$ cat config.mk
export PLATFORM = sky130hd
export DESIGN_NAME = spart_io_master
export DESIGN_NICKNAME = d
export VERILOG_FILES = /design/src/rtl/spart_io_master.sv
export SDC_FILE = /design/constraint.sdc
export NUM_CORES = 1
export LEC_CHECK = 0
export BUFFER_PORTS_ARGS = -buffer_cell sky130_fd_sc_hd__buf_2
export CAP_MARGIN = 10
export CORE_MARGIN = 5
export CORE_UTILIZATION = 40
export CTS_CLUSTER_SIZE = 8
export DETAILED_ROUTE_END_ITERATION = 10
export PLACE_DENSITY_LB_ADDON = 0.08
export SLEW_MARGIN = 15
export SYNTH_ARGS = -nofsm -noshare
export SYNTH_HDL_FRONTEND = slang
export SYNTH_SLANG_ARGS = --single-unit
export TNS_END_PERCENT = 10
$ cat constraint.sdc
create_clock -name clk -period 4.2 [get_ports clk]
set_clock_uncertainty 0.1 [all_clocks]
set_input_delay 0.84 -clock clk [delete_from_list [all_inputs] [get_ports clk]]
set_output_delay 0.84 -clock clk [all_outputs]
set_load 0.01 [all_outputs]
$ cat src/rtl/spart_io_master.sv
// spart_io_master: polls the SPART status word and turns a client byte stream into
// SPART valid/ready read/write transactions (RX reads into rx_data, TX writes from a FIFO).
module spart_io_master #(
  parameter int TX_DEPTH = 4,
  parameter int TIMEOUT  = 255
) (
  input  logic        clk,
  input  logic        rst,
  input  logic [7:0]  tx_data,
  input  logic        tx_valid,
  output logic        tx_ready,
  output logic [7:0]  rx_data,
  output logic        rx_valid,
  input  logic        rx_ready,
  output logic        io_valid_data,
  output logic        io_rw_data,
  output logic [27:0] mem_addr,
  output logic [31:0] io_wr_data,
  input  logic        io_ready_data,
  input  logic [31:0] io_rd_data,
  output logic        busy,
  output logic        timeout_err,
  input  logic        clear_err
);

  localparam int PW = $clog2(TX_DEPTH);
  localparam int WW = $clog2(TIMEOUT + 1);
  localparam logic [27:0]   ADDR_DATA = 28'h800_0000;
  localparam logic [27:0]   ADDR_STAT = 28'h800_0001;
  localparam logic [WW-1:0] WAIT_LAST = WW'(TIMEOUT - 1);
  localparam logic [PW:0]   FIFO_FULL = (PW + 1)'(TX_DEPTH);

  typedef enum logic [2:0] {
    IDLE,
    STAT_REQ,
    RX_REQ,
    TX_REQ,
    GAP
  } state_t;

  state_t state, state_nx;

  logic [7:0]    fifo_mem [TX_DEPTH];
  logic [PW-1:0] wr_ptr, rd_ptr;
  logic [PW:0]   fifo_count;
  logic          fifo_empty, push, pop;

  logic          gap_idle, gap_idle_nx;
  logic          stat_rx, stat_tx;
  logic [WW-1:0] wait_cnt, wait_nx;
  logic          valid_nx, rw_nx;
  logic [27:0]   addr_nx;
  logic [31:0]   wdata_nx;
  logic          load_rx, set_err, latch_stat;

  logic unused_rd_bits;
  assign unused_rd_bits = ^io_rd_data[31:8];

  assign fifo_empty = (fifo_count == '0);
  assign tx_ready   = (fifo_count != FIFO_FULL);
  assign push       = tx_valid && tx_ready;
  assign busy       = (state != IDLE);

  always_ff @(posedge clk) begin
    if (push) fifo_mem[wr_ptr] <= tx_data;
  end

  always_ff @(posedge clk) begin
    if (rst) begin
      wr_ptr     <= '0;
      rd_ptr     <= '0;
      fifo_count <= '0;
    end else begin
      if (push) wr_ptr <= wr_ptr + 1'b1;
      if (pop)  rd_ptr <= rd_ptr + 1'b1;
      case ({push, pop})
        2'b10:   fifo_count <= fifo_count + 1'b1;
        2'b01:   fifo_count <= fifo_count - 1'b1;
        default: ;
      endcase
    end
  end

  always_ff @(posedge clk) begin
    if (rst) begin
      state         <= IDLE;
      gap_idle      <= 1'b0;
      stat_rx       <= 1'b0;
      stat_tx       <= 1'b0;
      wait_cnt      <= '0;
      io_valid_data <= 1'b0;
      io_rw_data    <= 1'b0;
      mem_addr      <= '0;
      io_wr_data    <= '0;
      rx_data       <= '0;
      rx_valid      <= 1'b0;
      timeout_err   <= 1'b0;
    end else begin
      state         <= state_nx;
      gap_idle      <= gap_idle_nx;
      wait_cnt      <= wait_nx;
      io_valid_data <= valid_nx;
      io_rw_data    <= rw_nx;
      mem_addr      <= addr_nx;
      io_wr_data    <= wdata_nx;
      if (latch_stat) begin
        stat_rx <= io_rd_data[0];
        stat_tx <= io_rd_data[1];
      end
      // A load can never coincide with a consume because RX_REQ needs rx_valid low.
      if (load_rx) begin
        rx_data  <= io_rd_data[7:0];
        rx_valid <= 1'b1;
      end else if (rx_valid && rx_ready) begin
        rx_valid <= 1'b0;
      end
      if (set_err)        timeout_err <= 1'b1;
      else if (clear_err) timeout_err <= 1'b0;
    end
  end

  // Next-state logic also computes the registered request bus for the following cycle.
  always_comb begin
    state_nx    = state;
    gap_idle_nx = gap_idle;
    wait_nx     = wait_cnt;
    valid_nx    = 1'b0;
    rw_nx       = 1'b0;
    addr_nx     = '0;
    wdata_nx    = '0;
    pop         = 1'b0;
    load_rx     = 1'b0;
    set_err     = 1'b0;
    latch_stat  = 1'b0;
    case (state)
      IDLE: begin
        if (!rx_valid || !fifo_empty) begin
          state_nx = STAT_REQ;
          valid_nx = 1'b1;
          addr_nx  = ADDR_STAT;
          wait_nx  = '0;
        end
      end
      STAT_REQ, RX_REQ, TX_REQ: begin
        if (io_ready_data) begin
          state_nx    = GAP;
          gap_idle_nx = (state != STAT_REQ);
          latch_stat  = (state == STAT_REQ);
          load_rx     = (state == RX_REQ);
          pop         = (state == TX_REQ);
        end else if (wait_cnt == WAIT_LAST) begin
          state_nx    = GAP;
          gap_idle_nx = 1'b1;
          set_err     = 1'b1;
        end else begin
          valid_nx = io_valid_data;
          rw_nx    = io_rw_data;
          addr_nx  = mem_addr;
          wdata_nx = io_wr_data;
          wait_nx  = wait_cnt + 1'b1;
        end
      end
      GAP: begin
        if (gap_idle) begin
          state_nx = IDLE;
        end else if (stat_rx && !rx_valid) begin
          state_nx = RX_REQ;
          valid_nx = 1'b1;
          addr_nx  = ADDR_DATA;
          wait_nx  = '0;
        end else if (stat_tx && !fifo_empty) begin
          state_nx = TX_REQ;
          valid_nx = 1'b1;
          rw_nx    = 1'b1;
          addr_nx  = ADDR_DATA;
          wdata_nx = {24'd0, fifo_mem[rd_ptr]};
          wait_nx  = '0;
        end else begin
          state_nx = IDLE;
        end
      end
      default: state_nx = IDLE;
    endcase
  end

endmodule

## After elaboration in Yosys (flattened, before gate mapping)

Memories as Yosys holds them, arrays and structs flattened. A register that Yosys moved wholly into a read port is not among the register bits.
Index checks and enable logic that the tools add are counted.

| word-level totals | value |
|---|---|
| bits in read-only memories | 0 |
| memories kept | 1 |
| bits of input ports | 46 |
| register bits after elaboration | 93 |
| memory bits (writable) | 32 |
| latch bits | 0 |
| word-level logic and storage cells | 112 |

Memories:

| name | depth | bits a word | read ports | clocked after Yosys merged registers in | write ports | RTL line | source |
|---|---|---|---|---|---|---|---|
| fifo_mem | 4 | 8 | 1 | 1 | 1 | 43 | `logic [7:0] fifo_mem [TX_DEPTH];` |

| cells by class | value |
|---|---|
| multiply operators | 0 |
| shift operators | 0 |
| eq/ne operators | 15 |
| div/mod/pow operators | 0 |
| multiplexer cells | 57 |
| $lt $le $gt $ge | 0 |
| $add $sub $neg | 5 |
| bitwise gates (word level) | 0 |
| reductions and logical operators | 19 |

Operators with widths:

| operator | count |
|---|---|
| $mux 28 | 6 |
| $pmux 28 s3 | 1 |
| $mux 8 | 9 |
| $mux 32 | 2 |
| $pmux 32 s2 | 1 |
| $mux 1 | 25 |
| $pmux 8 s3 | 1 |
| $mux 2 | 5 |
| $mux 3 | 3 |
| $ne 3x3->1 const B | 3 |
| $pmux 3 s3 | 1 |
| $add 8x1->8 const B | 1 |
| $eq 8x8->1 const B | 1 |
| $ne 2x2->1 const B | 4 |
| $reduce_bool 2->1 | 4 |
| $eq 3x2->1 const B | 2 |
| $logic_not 3->1 | 2 |
| $pmux 3 s2 | 1 |
| $reduce_and 6->1 | 1 |
| $reduce_bool 3->1 | 2 |
| $add 2x1->2 const B | 2 |
| $logic_and 1x1->1 | 4 |
| $reduce_and 2->1 | 2 |
| $add 3x1->3 const B | 1 |
| 11 further kinds | 12 |

## Depth between registers and ports, before layout

Gate-level depths: netlist (run 1).

| depth | value |
|---|---|
| depth after elaboration | 7 |
| mapped depth | 9 |

## Worst setup path after synthesis (run 1)

No wires, ideal clock.

| timing | value |
|---|---|
| path kind | input to register |
| from | input io_ready_data |
| to | register fifo_count[2] |
| required time | 4.030 ns |
| slack | 1.470 ns |
| setup time | 0.070 ns |
| stages | 8 |
| path buffers | 1 |
| arrival time | 2.560 ns |
| cell sequence | clkbuf_1 -> and4b_1 -> ha_1 -> inv_1 -> fa_1 -> xor2_1 -> or3_1 -> a21oi_1 |

| on the way | value |
|---|---|
| cells in the longest elaborated chain, start to end | 4 |

RTL lines:

| what | RTL line | source |
|---|---|---|
| start: declaration | 19 | `input logic io_ready_data,` |
| $mux 1 (*) | 145 | `if (io_ready_data) begin` |
| $mux 1 (*) | 135 | `case (state)` |
| named net pop | 46 | `logic fifo_empty, push, pop;` |
| $eq 2x1->1 / $eq 2x2->1 (equally long branches) | 76 | `case ({push, pop})` |
| $pmux 3 s2 / $reduce_bool 2->1 (equally long branches) | -- |  |
| end signal: assignment | 77 | `2'b10: fifo_count <= fifo_count + 1'b1;` |
| end signal: assignment | 78 | `2'b01: fifo_count <= fifo_count - 1'b1;` |
| end: declaration | 45 | `logic [PW:0] fifo_count;` |

Mark *: on every way through the listed nets, which the timed path passes. The rest lies on a longest branch.
A chain may end at the register's enable or synchronous reset.

## Final worst setup path (run 1)

| timing | value |
|---|---|
| from | register fifo_count[2] |
| to | register fifo_count[2] |

| on the way | value |
|---|---|
| cells in the longest elaborated chain, start to end | 4 |

RTL lines:

| what | RTL line | source |
|---|---|---|
| $ne 3x3->1 | 60 | `assign tx_ready = (fifo_count != FIFO_FULL);` |
| $logic_and 1x1->1 | 61 | `assign push = tx_valid && tx_ready;` |
| $eq 2x1->1 / $eq 2x2->1 (equally long branches) | 76 |  |
| $pmux 3 s2 / $reduce_bool 2->1 (equally long branches) | -- |  |

Several ways; a longest one is shown, not always the timed one.

==> results by group, run 1 <==
Finish
  – Reg area: 1842 sq um
  – Layout cells sized above 1: 22.64%
  – Final instance area: 3882 sq um
  – Layout area overhead: 8.496%
  – Final #Nets: 420
  – Area occupied by multi-input gates: 1421 sq um
  – Diode count: 0
  – Filler Cells Inserted: 844

Outcome
  – Status: complete, no violations

Hold path
  – Tightest Hold Check Type: reg2reg
  – Min-delay src: rx_data[4]

Timing
  – Final min period: 2.530 ns
  – Worst Hold Slack: 0.3562 ns
  – Final Cycle Share: 60.24%
  – Setup violations, final: 0
  – Peak Freq: 0.3952 GHz
  – Slew headroom: 34.12%
  – Setup tns final: 0 ns
  – Tightest Pin Transition: 0.9865 ns
  – RSZ-0062 raised after global routing: false
  – Pins over their slew limit: 0
  – Setup slack after layout: 1.670 ns
  – Final Hold Fails: 0

Run
  – Max_cap viols: 0

Clock network
  – Clock buffer depth: 2
  – CTS Root Cell: clkbuf_8
  – TritonCTS clock tree: yes
  – Sink Count: 76
  – Hold Buf Count CTS: 0
  – Clk Latency, worst-skew pair: 0.34 ns
  – Post-CTS Setup Inserts: 0
  – Total CTS buffers: 9
  – Htree depth: 3
  – Post-CTS sizing: 0
  – Clock-pin slew on the worst setup and hold paths: 0.08 ns

Placed design
  – Worst slack at placement: 1.420 ns
  – Placed cell area: 3684 sq um
  – IO buf count: 45
  – Placer Congestion: 0.7603
  – Dpl hpwl: 4856 um

Setup path
  – CP bufs+invs: 2
  – Crit-path cells: or3b_1, and2_1, inv_1, ha_1, inv_1, fa_1, xor2_1, or3_1, a21oi_1
  – CP startpoint kind: flip-flop
  – Most frequent CP cell: inv_1
  – WS Path Type: reg2reg
  – Critical path's slowest cell: or3b_1
  – Crit-path max FO: 6
  – Crit. Startpoint: fifo_count[2]
  – Cell family with most CP delay: simple AND/OR/NAND/NOR gates
  – Worst path max stage delay: 0.46 ns
  – Worst path required time: 4.37 ns
  – Crit end category: flip-flop
  – FF-to-FF Start: fifo_count[2]
  – Critical Path AT: 2.70 ns

Detailed routing
  – Via count: 2,308
  – Post-route ant nets: 0
  – # DRC: 0
  – DRT Wirelength: 7032 um
  – Wire per inst: 14.68 um
  – 1st-iter DRT viols: 90
  – Vias/cell: 4.818
  – Initial DRT Pass Iterations: 4

Power and ir drop
  – Comb power frac: 8.8%
  – Worst vdd ir: 0.1441 mV
  – PD cells: 386.9 nW/um^2
  – Net Sw Power: 384.7 uW
  – Internal power: 1117 uW
  – Sw Share: 25.61%
  – Power share of the clock group: 37.2%
  – Sequential power share: 54.0%
  – Total power: 1502 uW
  – Leak: 0.001513 uW

Global routing
  – First-pass GRT wire length: 10,900 um
  – Overall routing resource usage: 12.46%
  – Total grt overflow: 0
  – Most Crowded Layer GR: met2
  – Initial antenna violation count: 0
  – Global-route met1 utilization: 17.37%
  – Largest net degree at the start of global routing: 36
  – Vias in the first global route: 2,086
  – Met2 global-route usage: 19.00%
  – Met3 Use GR: 2.466%

Die
  – Starting density of the core: 41.03%
  – Chip Height: 104.6 um
  – Core area: 8721 sq um
  – Row count: 34
  – I/O Pins: 120
  – Die area: 10,940 sq um
  – Die X: 104.6 um

Synthesis
  – Fraction of registers with async set/reset: 0%
  – Synth warn: 0
  – FF+latch count, synth: 76
  – Ys flop type: dfxtp_1
  – Seq/Total Area, Yosys: 51.47%
  – Syn Area/Cell: 11.04 sq um
  – Mapped cell area: 3578 sq um
  – Synth Instances: 324
  – Netlist cell types: 55
  – Post-synth EDFFs: 32
power groups by stage:
stage	clock network, uW	registers, uW	logic (uW)
after detailed placement	0	829	132
after global placement	0	828	130
final	558	812	132
after global routing	611	815	147
after CTS	579	812	132
after floorplan	0	825	131
cells in the final DEF (no fill, tap or decap), types with 2 or more instances in the layout:
cell	instances
inv_1	16
nor3_1	3
clkinvlp_4	2
ha_1	7
nor2b_1	3
a22oi_1	8
xor2_1	3
o31ai_1	2
buf_2	45
nor4b_4	2
dfxtp_1	44
nand2b_1	2
nand3_1	8
o21ai_0	2
conb_1	50
o211ai_1	7
inv_6	2
o211ai_2	2
nand2_1	21
mux4_2	8
xnor2_1	2
nor2_1	29
clkbuf_8	9
a21oi_1	24
mux2i_1	2
a31o_2	2
and3_1	4
edfxtp_1	32
nand4_1	2
per-stage QoR:
stage / instances / util (%)
detailed placement: 463 / 42.24
global placement: 463 / 42.24
floorplan: 373 / -
global route: 479 / 44.52
CTS: 479 / 44.52
finish: 479 / 44.52
final timing paths:
path / endpoint / slack, ns / cells after the start
hold reg to reg: rx_data[4] / 0.36 / 2
setup reg to reg: fifo_count[2] / 1.67 / 9
setup / recovery: fifo_count[2] / 1.67 / 9
hold / removal: rx_data[4] / 0.36 / 2
cells in the mapped netlist, types with 2 or more instances:
library cell | instances | area share, %
buf_4 | 53 | 11
dfxtp_1 | 44 | 25
edfxtp_1 | 32 | 27
nor2_1 | 29 | 3.0
a21oi_1 | 24 | 3.4
nand2_1 | 21 | 2.2
inv_1 | 16 | 1.7
a22oi_1 | 8 | 1.7
mux4_2 | 8 | 5.0
nand3_1 | 8 | 1.1
ha_1 | 7 | 2.4
o211ai_1 | 7 | 1.5
clkbuf_1 | 6 | 0.63
and3_1 | 4 | 0.70
nor2b_1 | 3 | 0.52
nor3_1 | 3 | 0.42
xor2_1 | 3 | 0.73
a31o_2 | 2 | 0.49
buf_2 | 2 | 0.28
mux2i_1 | 2 | 0.56
nand2b_1 | 2 | 0.35
nand4_1 | 2 | 0.35
nor4b_4 | 2 | 1.3
o211ai_2 | 2 | 0.70
o21ai_0 | 2 | 0.28
o31ai_1 | 2 | 0.42
xnor2_1 | 2 | 0.49
state kept, by name (all words and copies together), names as in the netlist, 2 cells and up, named ones only:
register / count
state: 3
mem_addr: 2
rd_ptr: 2
wait_cnt: 8
fifo_mem: 32
wr_ptr: 2
rx_data: 8
io_wr_data: 8
fifo_count: 3
cell type report:
class / instances / area share (%)
Timing Repair Buffer: 45 / 5.801
Sequential cell: 76 / 47.44
Tap cell: 108 / 3.481
Inverter: 16 / 1.547
Clock buffer: 9 / 3.190
Multi-Input combinational cell: 218 / 36.61
Clock inverter: 7 / 1.934
logic make-up (layout without fill, tap and decap cells):
family	after synthesis	after routing	share of synthesized area, %
other cells	1	50	0.1048
mux	10	10	5.594
buf+inv	79	77	13.95
fa+ha+maj	8	8	3.007
flops	76	76	51.47
compound gates	56	56	10.73
xor+xnor	5	5	1.224
simple gates	89	89	13.92
per-layer routing:
layer	share of wire, %	wire (um)
met1	45	3189
met3	6.4	448
met4	1.8	124
met2	47	3270
met5	0	0
tightest hold or removal path: stages (launching register included):
cell     delay, ns
dfxtp_1       0.32
nand2_1       0.05
a21oi_1       0.05
Note: power is estimated with default switching activity, not from simulation.
==> run 2, diff against run 1 <==
==> constraint.sdc (replaced) <==
create_clock -name clk -period 2.2 [get_ports clk]
set_clock_uncertainty 0.1 [all_clocks]
set_input_delay 0.44 -clock clk [delete_from_list [all_inputs] [get_ports clk]]
set_output_delay 0.44 -clock clk [all_outputs]
set_load 0.01 [all_outputs]
==> run 2 against run 1 <==
Compared with the run above:
- the flow now finishes with violations (setup timing)
- die area stayed put
- register-to-register slack worse by 1.7 ns
- via count is 1.7% higher
- highest routed layer unchanged
- critical path depth stayed put
- hold slack worse by 0.15 ns
- fmax is 15% higher
- global-route usage is 0.063 points lower
- worst setup slack worse by 1.7 ns
- combinational power is 120% higher
==> results by group, run 2 (synthesized netlist as in run 1, its figures left out) <==
Clock network
  – Clock-pin slew on the worst setup and hold paths: 0.08 ns
  – CTS Root Cell: clkbuf_8
  – Sink Count: 76
  – TritonCTS clock tree: yes
  – Total CTS buffers: 9
  – Htree depth: 3
  – Clock buffer depth: 2
  – Clk Latency, worst-skew pair: 0.34 ns

Power and ir drop
  – Worst vdd ir: 0.2762 mV
  – Internal power: 2154 uW
  – PD cells: 720.7 nW/um^2
  – Sequential power share: 53.0%
  – Power share of the clock group: 37.1%
  – Net Sw Power: 744.7 uW
  – Comb power frac: 9.9%
  – Leak: 0.001601 uW
  – Sw Share: 25.69%

Timing
  – Final Cycle Share: 100.3%
  – Final Hold Fails: 0
  – Slew headroom: 63.06%
  – Peak Freq: 0.4531 GHz
  – Tightest Pin Transition: 0.5521 ns
  – Setup violations, final: 1
  – Worst Hold Slack: 0.2102 ns
  – Setup slack after layout: -0.006873 ns
  – Pins over their slew limit: 0
  – Final min period: 2.207 ns
  – RSZ-0062 raised after global routing: true

Die
  – Die area: 10,940 sq um
  – Starting density of the core: 41.03%
  – Chip Height: 104.6 um
  – Row count: 34
  – I/O Pins: 120
  – Core area: 8721 sq um
  – Die X: 104.6 um

Placed design
  – IO buf count: 45
  – Placer Congestion: 0.7440
  – Placed cell area: 3820 sq um
  – Dpl hpwl: 4939 um
  – Post-Place Cells: 478

Global routing
  – Overall routing resource usage: 12.40%
  – First-pass GRT wire length: 10,910 um
  – Vias in the first global route: 2,177
  – Total grt overflow: 0
  – Largest net degree at the start of global routing: 18
  – Initial antenna violation count: 0

Finish
  – Final #Nets: 435
  – Commonest non-fill, non-tap cell in the layout: conb_1
  – Layout area overhead: 12.41%
  – Max FFs per register: 32
  – Final cell count without fillers: 494
  – Layout cells sized above 1: 28.24%
  – Most flops, register: fifo_mem
  – Most frequent cells in the layout: conb_1 (50), buf_2 (45), dfxtp_1 (42)
  – Final Core Density: 46.13%
  – Filler Cells Inserted: 841
  – Diode count: 0
  – Final instance area: 4023 sq um

Setup path
  – WS Path Type: reg2reg
  – Worst path required time: 2.37 ns
  – CP bufs+invs: 2
  – Worst path max stage delay: 0.39 ns
  – Cell family with most CP delay: simple AND/OR/NAND/NOR gates
  – Critical path's slowest cell: or3b_4
  – CP startpoint kind: flip-flop
  – Crit-path cells: or3b_4, and2_4, inv_4, ha_4, inv_2, fa_2, xor2_1, or3_1, a21oi_2
  – Critical Path AT: 2.38 ns
  – Crit end category: flip-flop
  – Crit-path max FO: 2

Detailed routing
  – Vias/cell: 4.751
  – Post-route ant nets: 0
  – 1st-iter DRT viols: 73
  – # DRC: 0
  – Wire per inst: 13.75 um
  – DRT Wirelength: 6793 um
  – Via count: 2,347
  – Initial DRT Pass Iterations: 4

Outcome
  – Status: finished with violations
  – Failing checks: setup timing

Run
  – Max_cap viols: 0

Hold path
  – Tightest Hold Check Type: in2reg
==> run 2: changes by cell type in the layout (fill, tap and decap cells not counted), moves of 2 or more <==
cell      change
buf_4        +15
clkinv_2      +2
dfxtp_2       +2
dfxtp_1       -2
inv_1         -2
==> run 2: timing repair <==
| action | 4_1_cts | 5_1_grt |
|---|---|---|
| hold buffers | 0 | 0 |
| endpoints found under the hold margin | 0 | 0 |
| buffers inserted | 0 | 0 |
| resized for setup | 3 | 0 |
| gates cloned | 0 | 0 |
| setup endpoints to repair | 1 | 1 |
==> run 2: layout make-up <==
cell class / count / area (sq um) / area share, %
Clock buffer: 9 / 123.9 / 3.079
Multi-Input combinational cell: 218 / 1445 / 35.93
Tap cell: 108 / 135.1 / 3.359
Clock inverter: 7 / 73.82 / 1.835
Timing Repair Buffer: 60 / 337.8 / 8.398
Sequential cell: 76 / 1844 / 45.85
Inverter: 16 / 62.56 / 1.555
==> run 2: power groups by stage <==
stage	Combinational, uW	Clock (uW)	Sequential [uW]
finish	288	1070	1540
global route	322	1170	1540
CTS	289	1110	1540
detailed placement	288	0	1570
global placement	287	0	1570
floorplan	255	0	1580
==> run 2: metrics by stage <==
step	power (uW)	TNS (ns)	setup WS [ns]
3_3_place_gp	1856	0	0.007999
2_1_floorplan	1830	0	0.002735
4_1_cts	2936	-0.01295	-0.01295
5_1_grt	3037	-0.07912	-0.07912
3_5_place_dp	1858	-0.003870	-0.003870
6_report	2899	-0.006873	-0.006873
==> run 2: worst paths after layout <==
| kind | start | end | slack [ns] | depth (start not counted) |
|---|---|---|---|---|
| max | fifo_count[1] | fifo_count[2] | -0.007 | 9 |
| min | tx_data[7] | fifo_mem[2][7] | 0.21 | 1 |
| max reg2reg | fifo_count[1] | fifo_count[2] | -0.007 | 9 |
| min reg2reg | rx_data[5] | rx_data[5] | 0.35 | 2 |
==> run 2: metal layers <==
metal	GRT usage, %	vias to the layer above	share of wire, %
met4	5.205	0	1.4
met2	19.55	56	47
met1	16.61	1120	46
met3	2.651	8	5.3
met5	0	-	0
li1	-	1163	-
==> run 3, diff against run 2 <==
==> constraint.sdc (replaced) <==
create_clock -name clk -period 1.85 [get_ports clk]
set_clock_uncertainty 0.1 [all_clocks]
set_input_delay 0.37 -clock clk [delete_from_list [all_inputs] [get_ports clk]]
set_output_delay 0.37 -clock clk [all_outputs]
set_load 0.01 [all_outputs]
==> run 3 against run 2 <==
Compared with the run above:
- sequential cell count is the same
- clock-buffer cell count is the same
- largest power group unchanged
- critical endpoint unchanged
- critical path type unchanged
- clock power grew 33%
- the flow still finishes with violations (setup timing)
==> results by group, run 3 (synthesized netlist as in run 1, its figures left out) <==
Outcome
  – Status: finished with violations
  – Failing checks: setup timing

Power and ir drop
  – Net Sw Power: 892.8 uW
  – Total power: 3601 uW
  – Leak: 0.001652 uW
  – Worst vdd ir: 0.3962 mV
  – PD cells: 874.9 nW/um^2
  – Sw Share: 24.79%
  – Sequential power share: 50.8%
  – Power share of the clock group: 39.3%
  – Internal power: 2709 uW
  – Comb power frac: 9.9%

Detailed routing
  – # DRC: 0
  – Vias/cell: 4.631
  – DRT Wirelength: 7118 um
  – Initial DRT Pass Iterations: 4
  – Via count: 2,320
  – Post-route ant nets: 0
  – 1st-iter DRT viols: 57
  – Wire per inst: 14.21 um

Placed design
  – Dpl hpwl: 5081 um
  – Placed cell area: 3874 sq um
  – Placer Congestion: 0.7595
  – IO buf count: 45

Finish
  – Max FFs per register: 32
  – Most frequent cells in the layout: conb_1 (50), buf_2 (45), dfxtp_1 (41)
  – Final #Nets: 442
  – Commonest non-fill, non-tap cell in the layout: conb_1
  – Layout area overhead: 15.04%
  – Diode count: 0
  – Final instance area: 4116 sq um
  – Most flops, register: fifo_mem
  – Layout cells sized above 1: 30.28%

Global routing
  – Initial antenna violation count: 0
  – Met3 Use GR: 2.713%
  – Met2 global-route usage: 21.09%
  – Total grt overflow: 0
  – Global-route met1 utilization: 17.12%
  – First-pass GRT wire length: 11,510 um
  – Vias in the first global route: 2,278
  – Overall routing resource usage: 12.99%
  – Largest net degree at the start of global routing: 34
  – Most Crowded Layer GR: met2

Timing
  – Setup tns final: -0.5627 ns
  – Final Cycle Share: 119.0%
  – Setup slack after layout: -0.3518 ns
  – Setup violations, final: 2
  – Peak Freq: 0.4542 GHz
  – RSZ-0062 raised after global routing: true
  – Final Hold Fails: 0
  – Final min period: 2.202 ns
  – Pins over their slew limit: 0

Clock network
  – TritonCTS clock tree: yes
  – Sink Count: 76
  – Htree depth: 3
  – Clock-pin slew on the worst setup and hold paths: 0.09 ns
  – Clock buffer depth: 2
  – Total CTS buffers: 9
  – Hold Buf Count CTS: 0
  – Clk Latency, worst-skew pair: 0.34 ns
  – CTS Root Cell: clkbuf_8
  – Post-CTS Setup Inserts: 0

Die
  – Row count: 34
  – Starting density of the core: 41.03%
  – Die area: 10,940 sq um
  – Chip Height: 104.6 um
  – I/O Pins: 120
  – Die X: 104.6 um
  – Core area: 8721 sq um

Setup path
  – R2R cell count: 9
  – Crit-path max FO: 2
  – Worst setup endpoint: fifo_count[2]
  – Worst r2r dst: fifo_count[2]
  – WS Path Type: reg2reg
  – FF-to-FF Start: fifo_count[1]
  – Worst path required time: 2.02 ns
  – Critical Path AT: 2.37 ns
  – Crit end category: flip-flop
  – R2R Setup Slk: -0.35 ns
  – CP startpoint kind: flip-flop
  – Crit. Startpoint: fifo_count[1]

Run
  – Max_cap viols: 0

Hold path
  – Tightest Hold Check Type: in2reg
  – Min-delay src: tx_data[3]
[run 3: worst min-delay path by stage]
stage                                 to  slack [ns]  cells past startpoint
after floorplan                  stat_rx        0.35                      2
after global placement        rx_data[3]        0.34                      2
after detailed placement      rx_data[7]        0.35                      2
after CTS                 fifo_mem[0][7]        0.12                      1
after global routing      fifo_mem[0][7]        0.13                      1
final                     fifo_mem[3][3]        0.14                      1
[run 3: power by group through the flow]
stage	clock [uW]	combinational (uW)	sequential [uW]
floorplan	0	302	1870
global placement	0	347	1870
detailed placement	0	349	1870
CTS	1460	353	1830
global route	1530	399	1840
finish	1420	358	1830
[run 3: worst max-delay path, stage by stage (launching register included)]
cell and delay (ns):
dfxtp_2 0.32, or3b_4 0.39, and2_4 0.16, inv_4 0.06
ha_4 0.13, inv_2 0.03, fa_2 0.34, xor2_1 0.15
or3_1 0.32, a21oi_2 0.12
[run 3: repair_timing]
action	in CTS	in global routing
gates cloned	0	0
endpoints found under the setup margin	3	12
pin swaps	0	2
resized for setup	1	5
[run 3: per-stage QoR]
stage	utilization, %	instances	hold WS (ns)	setup slack (ns)
2_1_floorplan	-	373	0.3520	-0.3382
3_3_place_gp	44.42	485	0.3403	-0.3008
3_5_place_dp	44.42	485	0.3451	-0.3339
4_1_cts	47.02	501	0.1239	-0.3622
5_1_grt	47.20	501	0.1251	-0.4311
6_report	47.20	501	0.1414	-0.3518
[run 3: cell type report]
| type | instances | area (sq um) |
|---|---|---|
| fill | 827 | 4604 |
| sequential | 76 | 1846 |
| multi-input combinational | 218 | 1461 |
| timing repair buffer | 67 | 390.4 |
| tap | 108 | 135.1 |
| clock buffer | 9 | 123.9 |
| clock inverter | 7 | 97.59 |
| inverter | 16 | 62.56 |
[run 3: routing by layer]
metal,up-vias,share of wire (%),routed length (um)
met1,1086,46,3253
met2,53,48,3439
met3,6,5.0,357
li1,1175,-,-
met4,0,0.96,68
met5,-,0,0
